File: config.mk
export PLATFORM = sky130hd
export DESIGN_NAME = lsu_stage
export DESIGN_NICKNAME = d
export VERILOG_FILES = /design/src/rtl/lsu_stage.sv
export SDC_FILE = /design/constraint.sdc
export NUM_CORES = 1
export LEC_CHECK = 0
export ABC_AREA = 1
export BUFFER_PORTS_ARGS = -buffer_cell sky130_fd_sc_hd__buf_2
export CORE_MARGIN = 2
export CORE_UTILIZATION = 35
export CTS_BUF_LIST = sky130_fd_sc_hd__clkbuf_2 sky130_fd_sc_hd__clkbuf_4 sky130_fd_sc_hd__clkbuf_8
export DETAILED_ROUTE_END_ITERATION = 10
export PLACE_DENSITY = 0.58
export SYNTH_ARGS = -nofsm -noshare
export SYNTH_HDL_FRONTEND = slang
export SYNTH_SLANG_ARGS = --single-unit
File: constraint.sdc
create_clock -name clk -period 2.4 [get_ports clk]
set_input_delay 0.12 -clock clk [delete_from_list [all_inputs] [get_ports clk]]
set_output_delay 0.12 -clock clk [all_outputs]
set_load 0.02 [all_outputs]
File: src/rtl/lsu_stage.sv
// lsu_stage: multi-cycle load/store stage sitting between execute and
// writeback. Accepts one instruction at a time. For memory instructions it
// performs a single transaction on a single-outstanding SRAM-style bus.
// Non-memory instructions are passed through with their address/ALU result.
//
// Ports:
//   clk, rst_n          - clock; synchronous active-high reset (asserted = 1)
//   prev_valid/this_ready  - upstream handshake (this_ready only in IDLE)
//   this_valid/next_ready  - downstream handshake (this_valid only in DONE)
//   mem_req, mem_wen, funct3, addr, wdata - instruction fields from execute
//   result, is_load, access_err           - completed instruction outcome
//   bus_req_valid/bus_req_ready, bus_addr, bus_wen, bus_wdata, bus_wstrb
//                                          - bus request channel
//   bus_rsp_valid/bus_rsp_ready, bus_rdata - bus response channel
module lsu_stage #(
    parameter int DATA_W = 32,
    parameter int ADDR_W = 32
) (
    input  logic              clk,
    input  logic              rst_n,
    input  logic              prev_valid,
    output logic              this_ready,
    input  logic              next_ready,
    output logic              this_valid,
    input  logic              mem_req,
    input  logic              mem_wen,
    input  logic [2:0]        funct3,
    input  logic [ADDR_W-1:0] addr,
    input  logic [DATA_W-1:0] wdata,
    output logic [DATA_W-1:0] result,
    output logic              is_load,
    output logic              access_err,
    output logic              bus_req_valid,
    input  logic              bus_req_ready,
    output logic [ADDR_W-1:0] bus_addr,
    output logic              bus_wen,
    output logic [DATA_W-1:0] bus_wdata,
    output logic [3:0]        bus_wstrb,
    input  logic              bus_rsp_valid,
    output logic              bus_rsp_ready,
    input  logic [DATA_W-1:0] bus_rdata
);

    typedef enum logic [1:0] {IDLE, REQ, WAIT, DONE} state_t;

    state_t            state_q, state_d;
    logic              req_q, wen_q, err_q;
    logic [2:0]        f3_q;
    logic [ADDR_W-1:0] addr_q;
    logic [DATA_W-1:0] wdata_q;
    logic [DATA_W-1:0] result_q;
    logic              in_err;
    logic [1:0]        off;
    logic [7:0]        lane_b;
    logic [15:0]       lane_h;
    logic [DATA_W-1:0] load_data;

    assign off = addr_q[1:0];

    // Decode illegal size/sign encodings and misalignment on the incoming
    // instruction, so a bad access never reaches the bus.
    always_comb begin
        in_err = 1'b0;
        if (mem_req) begin
            case (funct3)
                3'b001, 3'b101:         in_err = addr[0];
                3'b010:                 in_err = (addr[1:0] != 2'b00);
                3'b011, 3'b110, 3'b111: in_err = 1'b1;
                default:                in_err = 1'b0;
            endcase
            // Stores only exist for byte/half/word (000..010).
            if (mem_wen && funct3[2]) in_err = 1'b1;
        end
    end

    // Next-state logic for the IDLE -> REQ -> WAIT -> DONE sequence.
    always_comb begin
        state_d = state_q;
        case (state_q)
            IDLE: if (prev_valid) state_d = (!mem_req || in_err) ? DONE : REQ;
            REQ:  if (bus_req_ready) state_d = WAIT;
            WAIT: if (bus_rsp_valid) state_d = DONE;
            DONE: if (next_ready) state_d = IDLE;
            default: state_d = IDLE;
        endcase
    end

    // Select the addressed byte/half lane of the returned word and extend it.
    always_comb begin
        lane_b    = bus_rdata[{off, 3'b000} +: 8];
        lane_h    = bus_rdata[{off[1], 4'b0000} +: 16];
        load_data = bus_rdata;
        case (f3_q)
            3'b000:  load_data = {{(DATA_W-8){lane_b[7]}}, lane_b};
            3'b100:  load_data = {{(DATA_W-8){1'b0}}, lane_b};
            3'b001:  load_data = {{(DATA_W-16){lane_h[15]}}, lane_h};
            3'b101:  load_data = {{(DATA_W-16){1'b0}}, lane_h};
            default: load_data = bus_rdata;
        endcase
    end

    // Store lane steering: the data is replicated across all lanes so the
    // strobe alone picks the bytes that get written. Loads write nothing.
    always_comb begin
        bus_wstrb = 4'b0000;
        bus_wdata = '0;
        if (req_q && wen_q) begin
            case (f3_q[1:0])
                2'b00: begin
                    bus_wstrb = 4'b0001 << off;
                    bus_wdata = {4{wdata_q[7:0]}};
                end
                2'b01: begin
                    bus_wstrb = 4'b0011 << off;
                    bus_wdata = {2{wdata_q[15:0]}};
                end
                default: begin
                    bus_wstrb = 4'b1111;
                    bus_wdata = wdata_q;
                end
            endcase
        end
    end

    // State register plus instruction capture. result starts as the captured
    // address and is overwritten only when a load response arrives.
    always_ff @(posedge clk) begin
        if (rst_n) begin
            state_q  <= IDLE;
            req_q    <= 1'b0;
            wen_q    <= 1'b0;
            err_q    <= 1'b0;
            f3_q     <= 3'b000;
            addr_q   <= '0;
            wdata_q  <= '0;
            result_q <= '0;
        end else begin
            state_q <= state_d;
            if (state_q == IDLE && prev_valid) begin
                req_q    <= mem_req;
                wen_q    <= mem_wen;
                err_q    <= in_err;
                f3_q     <= funct3;
                addr_q   <= addr;
                wdata_q  <= wdata;
                result_q <= addr;
            end
            if (state_q == WAIT && bus_rsp_valid && !wen_q) begin
                result_q <= load_data;
            end
        end
    end

    assign this_ready    = (state_q == IDLE);
    assign this_valid    = (state_q == DONE);
    assign bus_req_valid = (state_q == REQ);
    assign bus_rsp_ready = (state_q == WAIT);
    assign bus_addr      = {addr_q[ADDR_W-1:2], 2'b00};
    assign bus_wen       = req_q & wen_q;
    assign result        = result_q;
    assign access_err    = err_q;
    assign is_load       = req_q & ~wen_q & ~err_q;

endmodule

Word-level counts from Yosys, hierarchy flattened:

Cells that the tools add are included.
W data, S select, Z words.

* muxes and demuxes: 16
* equality and inequality tests: 17
* reductions and logical operators: 16
* shift operators: 4
* bitwise operators: 5

Operators by type and width (number)
* $pmux W32 S4: 1
* $mux W32: 3
* $pmux W32 S2: 1
* $shiftx A32 B6 Y16: 1
* $shiftx A32 B6 Y8: 1
* $eq A3 B3 Y1 const B: 5
* $mux W2: 5
* $pmux W2 S4: 1
* $pmux W4 S2: 1
* $eq A3 B1 Y1 const B: 2
* $eq A3 B2 Y1 const B: 2
* $ne A2 B2 Y1 const B: 3
* $logic_and A1 B1 Y1: 5
* $eq A2 B1 Y1 const B: 2
* $eq A2 B2 Y1 const B: 2
* $logic_not A2 Y1: 2
* $mux W4: 1
* $reduce_and A4 Y1: 1
* $reduce_bool A2 Y1: 2
* $shl A1 B2 Y4 const A: 1
* $shl A2 B2 Y4 const A: 1
* $and A1 B1 Y1: 3
* $logic_not A3 Y1: 1
* $pmux W1 S3: 1
* other kinds (7): 10

* word-level logic and storage cells: 66
* register bits: 104
* input bits: 107

Logic depth before layout (Yosys ltp):

* word-level depth: 9
* gate-level depth with buffers: 11
* gate-level depth less buffers: 10

Worst setup path after synthesis:

Ideal clock, no wire load.

* path kind: register to register
* start: register state_q[0]
* end: register result_q[7], in the netlist result[7]
* required time: 2268 ps
* path buffers: 1
* arrival time: 1433 ps
* cell stages (with the launch flop): 10
* slack: 835 ps
* clock period less this slack: 1565 ps
* cell sequence: dfxtp_1 inv_1 ha_1 nand2_1 inv_1 buf_4 nand2_1 nor2_1 a31oi_1 a21oi_1

RTL lines
* start: declaration: RTL line 46 `state_t state_q, state_d;`
* start signal: assignment: RTL line 138 `state_q <= state_d;`
* $logic_not A2 Y1
* net this_ready: RTL line 22 `output logic this_ready,`
* $logic_and A1 B1 Y1: RTL line 139 `if (state_q == IDLE && prev_valid) begin`
* $reduce_bool A2 Y1 (no line)
* end signal: assignment: RTL line 146 `result_q <= addr;`
* end signal: assignment: RTL line 149 `result_q <= load_data;`
* end: declaration: RTL line 51 `logic [DATA_W-1:0] result_q;`

The timed path passes the listed nets, and every way through them passes these cells.
A chain may end at the register's enable or synchronous reset.

Worst setup path after layout:

* start: register req_q
* end: output port bus_wdata[26]

* cells in the longest elaborated chain, start to end: 2

Ends and longest elaborated chain
* start: declaration: RTL line 47 `logic req_q, wen_q, err_q;`
* start signal: assignment: RTL line 140 `req_q <= mem_req;`
* $logic_and A1 B1 Y1: RTL line 107 `if (req_q && wen_q) begin`
* $mux W32: RTL line 107
* end: declaration: RTL line 37 `output logic [DATA_W-1:0] bus_wdata,`

Every way passes these cells.

==> flow_summary_export.csv <==
group,metric,value,unit
run_status,status,"completed",
floorplan,die_h,127,um
drt,routed_wl,18.1,mm
yosys,ys_ff_latch,104,
critical_path,r2r_setup_slack,0.51,ns
floorplan,die_x,127,um
place,dp_hpwl,12.6,mm
critical_path,regToRegStartpoint,"state_q[0]",
critical_path,cp.required,2.28,ns
drt,vias,5809,
clocking,postCtsSetupBuffers,0,
timing,final_max_slew_viol_count,0,
grt,grt_use_total,21.5,%
drt,dr.pass1.iters,6,
drt,route.antenna.remaining_nets,0,
clocking,cts-buffers-inserted,9,
yosys,yosysTopAreaCellShare,39.1,%
critical_path,cp-endpoint,"bus_wdata[26]",
drt,drcViolationCount,0,
critical_path,end_kind,"primary output",
grt,grt_max_degree,115,
clocking,cts_root_buf,"clkbuf_8",
timing,finClkSkew,0.0132,ns
cells_and_area,multiInputGateArea,2550,um2
flow_run,cap_viol_max_count,0,
min_path,hold_path.class,"primary input to flip-flop",
grt,gr-total-overflow,0,
floorplan,num_io_pins,214,
cells_and_area,register_area,2080,um2
timing,min_period,2.09,ns
critical_path,critical_path_class,"flip-flop to primary output",
timing,rsz0062_at_grt,"false",
floorplan,initial_core_util,35.4,%
clocking,path_clk_slew,0.10,ns
cells_and_area,fin_util,45.7,%
timing,worst_slew_pin_slew,0.596,ns
timing,slew_headroom,60.2,%
cells_and_area,area_growth,29.0,%
clocking,cts.sinks,104,
critical_path,start_kind,"flip-flop",
critical_path,r2r-end,"result[25]",
yosys,synth-seq-area-share,39.1,%
clocking,cts_max_level,3,
critical_path,reg2reg_depth,8,
yosys,avgSynthCellArea,6.60,um2
grt,antenna_found_initial,1,
power_and_ir_drop,p_per_area,922,nW/um2
floorplan,core-area,15000,um2
place,place.gp.congestion,0.863,
cells_and_area,fillers,1575,
drt,viasPerCell,4.86,
power_and_ir_drop,p_leak,3.48,nW
yosys,synth_area_leaders,"dfxtp_1 39%, nand2_1 12%, a21oi_1 10%, nor2_1 7.0%, o21ai_0 7.0%",
place,port-buffer-count,211,
grt,grt_pass1_vias,5163,
critical_path,crit_arrival,1.97,ns
yosys,synth_cell_type_count,26,
clocking,cts_max_path_buffers,2,
cells_and_area,drive_gt1_share,25.2,%
clocking,cts_tree,"done",
floorplan,die_area,16200,um2
power_and_ir_drop,peakVddDrop,0.407,mV
drt,initialDrtViolationCount,373,
grt,grt_pass1_wl,27.6,mm
floorplan,rows,45,
timing,hold_violations,0,
yosys,netlist_instances,807,
drt,post_drt_wl_per_cell,15.1,um
timing,fin_crit_sh,87.2,%
critical_path,cp-startpoint,"req_q",
yosys,synth_area,5330,um2
critical_path,crit_path_max_fanout,16,
power_and_ir_drop,total_power,0.00634,W
timing,timing.fmax,478,MHz
timing,setup_viol,0,
cells_and_area,finalNetCount,1116,
cells_and_area,layout_common_cells,"211 x buf_2, 176 x nand2_1, 106 x a21oi_1, 104 x dfxtp_1, 100 x nor2_1",
timing,fin_tns_setup,0,ns
yosys,yosysWarnings,0,
yosys,synth_area_leader_cell,"dfxtp_1",
clocking,insertion_delay,0.39,ns
cells_and_area,final_common_cell,"buf_2",
where the power goes:
group,internal [W],leakage [nW],switching [W],total [W]
clock network,0.000382,0.0817,0.000607,0.000989
registers,0.00218,0.856,0.000261,0.00244
logic,0.000977,2.54,0.00193,0.00291
total,0.00354,3.48,0.00280,0.00634
metal layers:
metal	GRT usage, %	vias up	share of wire [%]
li1	-	2979	-
met1	30.7	2592	47
met2	31.8	208	44
met3	4.61	30	6.8
met4	7.89	0	2.3
met5	0	-	0
worst min-delay path by stage:
stage / from / to / slack, ns / cells after the start
floorplan: mem_req / req_q / 0.26 / 2
global placement: wdata[18] / wdata_q[18] / 0.38 / 3
detailed placement: wdata[16] / wdata_q[16] / 0.38 / 3
CTS: addr[27] / addr_q[27] / 0.002 / 3
global route: wdata[26] / wdata_q[26] / 0.01 / 3
finish: addr[27] / addr_q[27] / 0.02 / 3
state kept, by name, summed over array words and instances (netlist names):
register,cells
result,32
access_err,1
state_q,2
req_q,1
addr_q,32
f3_q,3
wdata_q,32
wen_q,1
Yosys cell counts (all sizes together):
master / instances
nand3: 73
buf: 68
a221oi: 1
clkbuf: 17
conb: 1
a21oi: 108
a31oi: 2
or2: 1
o21ai: 75
dfxtp: 104
o22ai: 11
nand2: 179
nand4: 2
ha: 4
nor3: 2
nor2: 102
inv: 57
kinds of logic (layout without fill, tap and decap cells):
| family | after synthesis | after routing | share of synthesized area, % |
|---|---|---|---|
| buffers and inverters | 142 | 341 | 13.5 |
| other | 1 | 3 | 0.0704 |
| AO/OA/AOI/OAI | 197 | 197 | 19.0 |
| flip-flops | 104 | 104 | 39.1 |
| AND/OR/NAND/NOR | 359 | 359 | 27.5 |
| adder cells (fa/ha/maj) | 4 | 4 | 0.940 |
stage by stage:
stage / hold WS [ns] / cells / area, um2 / worst slack [ns]
floorplan: 0.264 / 808 / 5330 / 0.835
finish: 0.0177 / 1196 / 6870 / 0.307
global placement: 0.375 / 1137 / 6270 / 0.543
global route: 0.0116 / 1196 / 6870 / 0.0898
detailed placement: 0.378 / 1137 / 6270 / 0.520
CTS: 0.00163 / 1194 / 6860 / 0.204
worst max-delay path, stage by stage (launching register included):
cell and delay (ns):
dfxtp_1 0.38, nand2_1 0.07, buf_4 0.20, inv_1 0.31
o21ai_0 0.23, nor2_1 0.20, buf_2 0.19
final cells by class:
cell class              instances  share of cell area [%]
repair buffers                270                    23.8
inverters                      57                    3.17
repair inverters                1                  0.0728
clock inverters                 2                   0.146
diodes                          1                  0.0364
well taps                     188                    3.42
multi-input cells             562                    37.1
clock buffers                  11                    2.02
flip-flops and latches        104                    30.3
what timing repair did:
item | CTS | global route
setup endpoints to repair | 0 | 1
gates resized for setup | 0 | 2
hold buffers | 44 | 0
hold endpoints to repair | 45 | 0
(Power assumes the default switching activity.)
